$ cat config.mk
export PLATFORM = sky130hd
export DESIGN_NAME = ibex_mem_slave_resp_pipe
export DESIGN_NICKNAME = d
export VERILOG_FILES = /design/src/rtl/ibex_mem_slave_pkg.sv /design/src/rtl/ibex_mem_slave_resp_pipe.sv
export SDC_FILE = /design/constraint.sdc
export NUM_CORES = 1
export LEC_CHECK = 0
export BUFFER_PORTS_ARGS = -buffer_cell sky130_fd_sc_hd__buf_4
export CORE_MARGIN = 3
export CORE_UTILIZATION = 39
export DETAILED_ROUTE_END_ITERATION = 12
export HOLD_SLACK_MARGIN = 0.05
export PLACE_DENSITY = 0.78
export SLEW_MARGIN = 40
export SYNTH_ARGS = -nofsm -noshare
export SYNTH_HDL_FRONTEND = slang
export SYNTH_SLANG_ARGS = --single-unit
$ cat constraint.sdc
create_clock -name clock -period 0.8 [get_ports clock]
set_input_delay 0.04 -clock clock [delete_from_list [all_inputs] [get_ports clock]]
set_output_delay 0.04 -clock clock [all_outputs]
set_load 0.02 [all_outputs]
$ cat src/rtl/ibex_mem_slave_pkg.sv
// Shared types and limits for the ibex memory slave model.
// Holds the response record, the parameter limits and the byte-merge helper.
package ibex_mem_slave_pkg;

  localparam int MAX_GNT_DELAY      = 15;
  localparam int MAX_RVALID_LATENCY = 8;
  localparam int MAX_DATA_WIDTH     = 64;
  localparam int MAX_BE_WIDTH       = MAX_DATA_WIDTH / 8;
  // Wide enough to count up to MAX_GNT_DELAY.
  localparam int CNT_WIDTH          = 4;

  // One response slot travelling down the fixed-latency return path.
  typedef struct packed {
    logic                      valid;
    logic [MAX_DATA_WIDTH-1:0] rdata;
    logic                      error;
  } mem_resp_t;

  // Replace the bytes of old_word selected by be with the bytes of new_word.
  function automatic logic [MAX_DATA_WIDTH-1:0] byte_merge(
    input logic [MAX_DATA_WIDTH-1:0] old_word,
    input logic [MAX_DATA_WIDTH-1:0] new_word,
    input logic [MAX_BE_WIDTH-1:0]   be
  );
    logic [MAX_DATA_WIDTH-1:0] res;
    res = old_word;
    for (int i = 0; i < MAX_BE_WIDTH; i++) begin
      if (be[i]) begin
        res[8*i +: 8] = new_word[8*i +: 8];
      end else begin
        res[8*i +: 8] = old_word[8*i +: 8];
      end
    end
    return res;
  endfunction

endpackage

$ cat src/rtl/ibex_mem_slave_resp_pipe.sv
// Fixed-latency response return path: a DEPTH-deep shift register of
// response slots. Reset flushes every slot so nothing in flight survives.
module ibex_mem_slave_resp_pipe
  import ibex_mem_slave_pkg::*;
#(
  parameter int DEPTH = 1
) (
  input  logic      clock,
  input  logic      reset,
  input  mem_resp_t resp_in,
  output mem_resp_t resp_out
);

  mem_resp_t stage_r [DEPTH];

  // Advance every slot one stage per cycle; flush all slots on reset.
  always_ff @(posedge clock) begin
    if (reset) begin
      for (int i = 0; i < DEPTH; i++) begin
        stage_r[i] <= '0;
      end
    end else begin
      stage_r[0] <= resp_in;
      for (int i = 1; i < DEPTH; i++) begin
        stage_r[i] <= stage_r[i-1];
      end
    end
  end

  assign resp_out = stage_r[DEPTH-1];

endmodule

### Word level (Yosys, flattened, before mapping)

Memories as Yosys holds them, arrays and structs flattened.
Index checks and enable logic that the tools add are counted.

* RAM bits: 66
* word-level logic and storage cells: 7
* memories kept: 1
* input port bits: 68
* flip-flop bits (word level): 0

* reduce and logical (&&, ||, !) cells: 1
* muxes and demuxes: 5

Memory list
* stage_r: depth 1, width 66, read ports 1, clocked after memory_dff 0, write ports 1, line ibex_mem_slave_resp_pipe.sv:14 `mem_resp_t stage_r [DEPTH];`

Operators with widths (count)
* $mux W66: 1
* $reduce_or A66 Y1: 1
* $mux W1: 4

### Depth between registers and ports, before layout

Gate-level depths: netlist of run 1.

* word-level depth: 3
* mapped depth: 3
* mapped depth without buffers: 1

### Least setup slack after synthesis of run 1

Ideal clock, no wire load.

* kind: input-to-reg
* start: input port reset
* end: memory stage_r[0][24] (netlist bit)
* buffers on the path: 2
* library setup time: 0.065 ns
* arrival: 0.404 ns
* stages: 3
* setup slack: 0.331 ns
* cells stage by stage: buf_4 -> buf_6 -> nor2b_1

* cells in the longest elaborated chain, start to end: 3
* elaborated cells between the ends (all ways): 6
* classes of those cells: 5 x mux; 1 x reduce/logical

RTL lines
* start: declaration: line ibex_mem_slave_resp_pipe.sv:9 `input logic reset,`
* $mux W1, on equally long branches: line ibex_mem_slave_resp_pipe.sv:23, ibex_mem_slave_resp_pipe.sv:18
* $reduce_or A66 Y1 (no line) / $mux W1 (equally long branches)
* $mux W66 (no line) / $mux W1 (equally long branches)
* end: declaration: line ibex_mem_slave_resp_pipe.sv:14

Several ways; a longest one is shown, not always the timed one.

==> impl_summary.log, run 1 <==
INFO  metric timing.final.max_slew_violations = 0
INFO  metric grt_first_pass_wirelength = 9830 um
INFO  metric diodes = 0
INFO  metric synth_cells = 139
INFO  metric dr.pass1.iters = 4
INFO  metric final_net_count = 412
INFO  metric post-route-min-period = roughly 0.83 ns
INFO  metric synth.cell_area = ~1800 um^2
INFO  metric grt_overflow_total = 0
INFO  metric regMostFlops = stage_r
INFO  metric flip_flop_count_of_the_largest_register_after_layout = 66
INFO  metric cell_at_the_root_of_the_clock_tree = sky130_fd_sc_hd__clkbuf_8
INFO  metric min_to = stage_r[0][21]
INFO  metric synth_nets = roughly 210
INFO  metric critical_path_buf_inv_count = 1
INFO  metric final.fill_count = 165
INFO  metric estimated_wirelength_of_the_detail_placed_design = 3170 um
INFO  metric worstHoldPathType = in -> reg
INFO  metric drtAntennaViolNets = 0
INFO  metric worst-endpoint-required = 0.76 ns
INFO  metric cp_data_arrival_time = 0.79 ns
INFO  metric cts.reportedPaths.clkPinSlew = 0.07 ns
INFO  metric failing_checks = setup timing
INFO  metric portBuffers = 133
INFO  metric cts_buffers = 9
INFO  metric crit_chain = buf_6
INFO  metric cpLargestDelayFamily = flip-flops
INFO  metric power_density = 1870 nW/um^2
INFO  metric synthesis.area_per_instance = 12.9 um^2
INFO  metric setup_ws = -0.0255 ns
INFO  metric power.static_leakage = around 0.0018 uW
INFO  metric number_of_antenna_violations_at_the_first_check_in_global_routing = 0
INFO  metric grt_max_degree = 37
INFO  metric worstSetupEndpointType = output pin
INFO  metric synth_sequential_area_ratio = 73.5%
INFO  metric num_vias = 1770
INFO  metric cts_max_level = 3
INFO  metric min_period_over_period = 103%
INFO  metric vdd_drop_max = 0.00128 V
INFO  metric worst_slew_pin_slew = 0.169 ns
INFO  metric critical_path_class = reg -> out
INFO  metric setup.worst_path.start_class = flop
INFO  metric cts_tree = built
INFO  metric yosys_register_bits = 66
INFO  metric clock_tree.buffer_depth = 2
INFO  metric clkSinkCount = 66
INFO  metric post-route-drc-count = 0
INFO  metric maxClockFrequency = 1.21 GHz
INFO  metric min_from = reset
INFO  metric top_level_ports = approximately 130
INFO  metric placed_cells_incl_taps = approximately 320
INFO  metric rsz0062_at_grt = true
INFO  metric yosysUniqueCellTypes = 5
INFO  metric share_of_post_route_cells_with_drive_strength_above_1 = approximately three fifths
INFO  metric routed_wirelength = ~6500 um
INFO  metric critical_path.max_fanout = 1
INFO  metric timing_hold_violations_final = 0
INFO  metric slew-limit-headroom = 88.7%
INFO  metric initial_core_util = 40.7%
INFO  metric gpl.final_weighted_congestion = 0.663
INFO  metric max_cap_viol_count = 0
INFO  metric timing.critical_path.slowest_stage_cell = sky130_fd_sc_hd__dfxtp_2
INFO  metric placementRows = 24
INFO  metric design.die.area = 5460 um^2
INFO  metric finalNonFillerCells = around 400
INFO  metric timing.final.setup_violations = 34
INFO  metric area_growth_from_synthesis_to_layout = 123%
INFO  metric die-width = about 74 um
INFO  metric wl_per_cell = around 16 um
INFO  metric grt_use_total = 25.0%
INFO  metric final_core_util = 90.9%
INFO  metric hold_depth = 3
INFO  metric vias_in_the_first_global_route = 2052
INFO  metric coreArea = 4410 um^2
INFO  metric holdWs = 0.102 ns
INFO  metric reg.largest.list = stage_r: 66 flops
INFO  metric status = complete, but fails checks
INFO  metric synth_warnings = 0
INFO  metric viasPerCell = 4.41
INFO  metric delay_of_the_slowest_critical_path_stage = 0.35 ns
INFO  metric die_height = about 74 um
INFO  metric detailedRoute.firstIterationViolations = 36
## what timing repair did
| item | CTS | global route |
|---|---|---|
| setup endpoints to repair | 66 | 66 |
| setup buffers | 0 | 0 |
| hold endpoints to repair | 66 | 0 |
| resized for setup | 132 | 0 |
| hold buffers | 66 | 0 |
## how the worst max path moves through the flow
stage,to,start,depth (start not counted),slack (ns)
2_1_floorplan,stage_r[0][24],reset,3,0.33
3_3_place_gp,stage_r[0][63],reset,3,0.28
3_5_place_dp,stage_r[0][46],reset,3,0.24
4_1_cts,resp_out[50],stage_r[0][50],1,-0.02
5_1_grt,resp_out[28],stage_r[0][28],1,-0.06
6_report,resp_out[28],stage_r[0][28],1,-0.03
## power breakdown
group | switching (uW) | leakage [uW] | internal (uW) | total [uW]
Combinational | 512 | 0.00116 | 835 | 1350
Clock | 1180 | 0.0000965 | 1370 | 2560
Sequential | 88.0 | 0.000567 | 3500 | 3590
Total | 1780 | 0.00183 | 5710 | 7490
## cells in the final DEF, fill, tap and decap left out
cell / netlist / routed
sky130_fd_sc_hd__dfxtp_2: 0 / 66
sky130_fd_sc_hd__nor2b_1: 66 / 66
sky130_fd_sc_hd__clkbuf_8: 0 / 12
sky130_fd_sc_hd__clkinv_2: 0 / 2
sky130_fd_sc_hd__dlygate4sd3_1: 0 / 66
sky130_fd_sc_hd__buf_4: 1 / 67
sky130_fd_sc_hd__buf_6: 4 / 66
sky130_fd_sc_hd__clkbuf_1: 0 / 2
sky130_fd_sc_hd__buf_12: 0 / 2
## final cells by class
cell class | instances | area [um^2] | share of cell area, %
clock buffers | 14 | 173 | 4.30
clock inverters | 2 | 10.0 | 0.250
multi-input cells | 66 | 413 | 10.3
flip-flops and latches | 66 | 1400 | 35.0
well taps | 52 | 65.1 | 1.62
repair buffers | 201 | 1950 | 48.5
## synth_stat cells
master,n,area [um^2]
sky130_fd_sc_hd__buf_2,2,10.0
sky130_fd_sc_hd__buf_4,1,7.51
sky130_fd_sc_hd__buf_6,4,45.0
sky130_fd_sc_hd__nor2b_1,66,413
sky130_fd_sc_hd__dfxtp_1,66,1320
## metal layers
metal  track usage, %  wire length, um  vias up
met5                0                0        -
met4             13.7              235        0
met3             8.34              549       22
met2             47.7             3580      104
met1             22.5             2130      819
li1                 -                -      825
## kinds of logic (layout without fill, tap and decap cells)
group                  Yosys count  count (layout)  share of synthesized area [%]
DFF                             66              66                           73.5
buffers and inverters            7             217                           3.48
and+or+nand+nor                 66              66                           23.0
## stage by stage
step / TNS, ns / power (uW) / cell area [um^2] / setup WS, ns
2_1_floorplan: 0 / 3980 / 1800 / 0.331
3_3_place_gp: 0 / 4500 / 2840 / 0.276
3_5_place_dp: 0 / 4520 / 2840 / 0.236
4_1_cts: -0.606 / 7440 / 4010 / -0.0184
5_1_grt: -1.71 / 7730 / 4010 / -0.0571
6_report: -0.176 / 7490 / 4010 / -0.0255
No activity file was read; power rests on OpenSTA's default activity.
==> inputs of run 2 (changes only) <==
Settings changed: CORE_UTILIZATION 39 to 42, PLACE_DENSITY 0.78 to 0.83.
Clock period 0.8 ns to 1 ns, I/O delays scaled along.
==> run 2 against run 1 <==
The flow now finishes without violations. Combinational power fell by 25%. Global-route usage rose by 5.5 points. Clock power fell by 2%. First-iteration DRC count rose by 94%. Cell count fell by 1.0%. Sequential share of layout area rose by 0.76 points. Die area fell by 6.6%. Critical path type unchanged. Largest cell class unchanged. Highest routed layer unchanged.
==> impl_summary.log, run 2 (synthesized netlist as in run 1, its figures left out) <==
INFO  metric initial_core_util = 44.3% (+3.6 points)
INFO  metric dr.pass1.iters = 4 (unchanged)
INFO  metric wl_per_cell = 19.2 um (+19%)
INFO  metric cell_at_the_root_of_the_clock_tree = sky130_fd_sc_hd__clkbuf_8
INFO  metric timing.critical_path.slowest_stage_cell = sky130_fd_sc_hd__dfxtp_1
INFO  metric timing.final.max_slew_violations = 0 (unchanged)
INFO  metric maxClockFrequency = 1.09 GHz
INFO  metric portBuffers = 133 (unchanged)
INFO  metric cp_data_arrival_time = 0.87 ns (+0.08 ns)
INFO  metric grt_overflow_total = 0 (unchanged)
INFO  metric critical_path_buf_inv_count = 1 (unchanged)
INFO  metric grt_use_total = 30.5% (+5.5 points)
INFO  metric clock_tree.buffer_depth = 2 (unchanged)
INFO  metric gpl.final_weighted_congestion = 0.741 (+12%)
INFO  metric die_height = 71.4 um (-3.3%)
INFO  metric cts.reportedPaths.clkPinSlew = 0.08 ns (about the same)
INFO  metric slew-limit-headroom = 82.0% (-6.7 points)
INFO  metric worst-endpoint-required = 0.95 ns (+0.19 ns)
INFO  metric power_density = 1710 nW/um^2 (-8.3%)
INFO  metric final_core_util = 91.1% (+0.18 points)
INFO  metric cts_tree = built
INFO  metric cts_max_level = 3 (unchanged)
INFO  metric critical_path.max_fanout = 1 (unchanged)
INFO  metric post_cts_resize_count = 0 (-100%)
INFO  metric top_library_cells_by_usage_in_the_layout_fill_and_taps_aside = 133 x sky130_fd_sc_hd__buf_4, 66 x sky130_fd_sc_hd__nor2b_1, 66 x sky130_fd_sc_hd__dlygate4sd3_1, 66 x sky130_fd_sc_hd__dfxtp_1, 11 x sky130_fd_sc_hd__clkbuf_8
INFO  metric die-width = 71.4 um (-3.3%)
INFO  metric number_of_antenna_violations_at_the_first_check_in_global_routing = 0 (unchanged)
INFO  metric rsz0062_at_grt = false
INFO  metric worst_slew_pin_slew = 0.270 ns (+0.101 ns)
INFO  metric max_cap_viol_count = 0 (unchanged)
INFO  metric timing_hold_violations_final = 0 (unchanged)
INFO  metric num_vias = 1803 (+1.9%)
INFO  metric crit_chain = buf_4
INFO  metric placementRows = 23 (-4.2%)
INFO  metric status = finished clean
INFO  metric setup_bufs_post_cts = 0 (unchanged)
INFO  metric design.die.area = 5100 um^2 (-6.6%)
INFO  metric top_level_ports = 134 (unchanged)
INFO  metric timing.setup.tns = 0 ns (+0.176 ns)
INFO  metric min_period_over_period = 91.5%
INFO  metric flip_flop_count_of_the_largest_register_after_layout = 66 (unchanged)
INFO  metric worstHoldPathType = in -> reg
INFO  metric detailedRoute.firstIterationViolations = 70 (+94%)
INFO  metric viasPerCell = 4.54 (+2.9%)
INFO  metric coreArea = 4060 um^2 (-8.1%)
INFO  metric share_of_post_route_cells_with_drive_strength_above_1 = 42.4% (-19 points)
INFO  metric final.fill_count = 141 (-15%)
INFO  metric grt_max_degree = 67 (+81%)
INFO  metric area_growth_from_synthesis_to_layout = 106%
INFO  metric drtAntennaViolNets = 0 (unchanged)
INFO  metric reg.largest.list = stage_r: 66 flops
INFO  metric cts_buffers = 9 (unchanged)
INFO  metric diodes = 0 (unchanged)
INFO  metric routed_wirelength = 7630 um (+18%)
INFO  metric power.static_leakage = 0.00175 uW (-4.2%)
INFO  metric vdd_drop_max = 0.00162 V (+26%)
INFO  metric post-route-drc-count = 0 (unchanged)
INFO  metric cts_hold_repair.buffers = 66 (unchanged)
INFO  metric final_common_cell = sky130_fd_sc_hd__buf_4
INFO  metric critical_path_class = reg -> out
INFO  metric delay_of_the_slowest_critical_path_stage = 0.37 ns (+0.02 ns)
INFO  metric setup.worst_path.start_class = flop
INFO  metric final_net_count = 411 (-0.24%)
INFO  metric post-route-min-period = 0.915 ns
INFO  metric clkSinkCount = 66 (unchanged)
INFO  metric regMostFlops = stage_r
INFO  metric grt_first_pass_wirelength = 11200 um (+14%)
INFO  metric cpLargestDelayFamily = flip-flops
INFO  metric vias_in_the_first_global_route = 1951 (-4.9%)
INFO  metric worstSetupEndpointType = output pin
INFO  metric timing.final.setup_violations = 0 (-100%)
==> run 2: changes by cell type in the layout (fill, tap and decap cells not counted), sizes merged <==
| cell | change |
|---|---|
| clkinv | -2 |
| bufinv | +2 |
| buf | -1 |
| clkbuf | -1 |
==> run 2: path summary, 6_finish.rpt <==
path / startpoint / to / slack (ns) / depth (start not counted)
worst max-delay path: stage_r[0][1] / resp_out[1] / 0.08 / 1
worst min-delay path: reset / stage_r[0][56] / 0.19 / 3
==> run 2: routing by layer <==
layer  vias to the layer above  part of all wire [%]  global-route usage [%]
li1                        821                     -                       -
met1                       838                    36                    31.3
met2                       116                    52                    55.3
met3                        28                   8.2                    8.98
met4                         0                   3.6                    16.1
met5                         -                     0                       0
==> run 2: final cells by class <==
cell class	count	area [um^2]	share of cell area (%)
clock buffers	13	159	4.30
clock inverters	2	60.1	1.63
multi-input cells	66	413	11.2
flip-flops and latches	66	1320	35.8
well taps	50	62.6	1.69
repair buffers	200	1680	45.4
==> run 2: where the power goes <==
part           internal (uW)  switching [uW]  total (uW)
registers               2770            54.0        2820
logic                    575             435        1010
clock network           1530             964        2500
==> run 2: metrics by stage <==
step / setup WS [ns] / area (um^2) / instances / hold WS (ns) / total power [uW]
floorplan: 0.521 / 1800 / 139 / 0.178 / 3180
global placement: 0.394 / 2820 / 316 / 0.259 / 3600
detailed placement: 0.372 / 2820 / 316 / 0.264 / 3610
CTS: 0.140 / 3690 / 397 / 0.185 / 6230
global route: 0.0653 / 3690 / 397 / 0.201 / 6490
finish: 0.0848 / 3690 / 397 / 0.189 / 6330
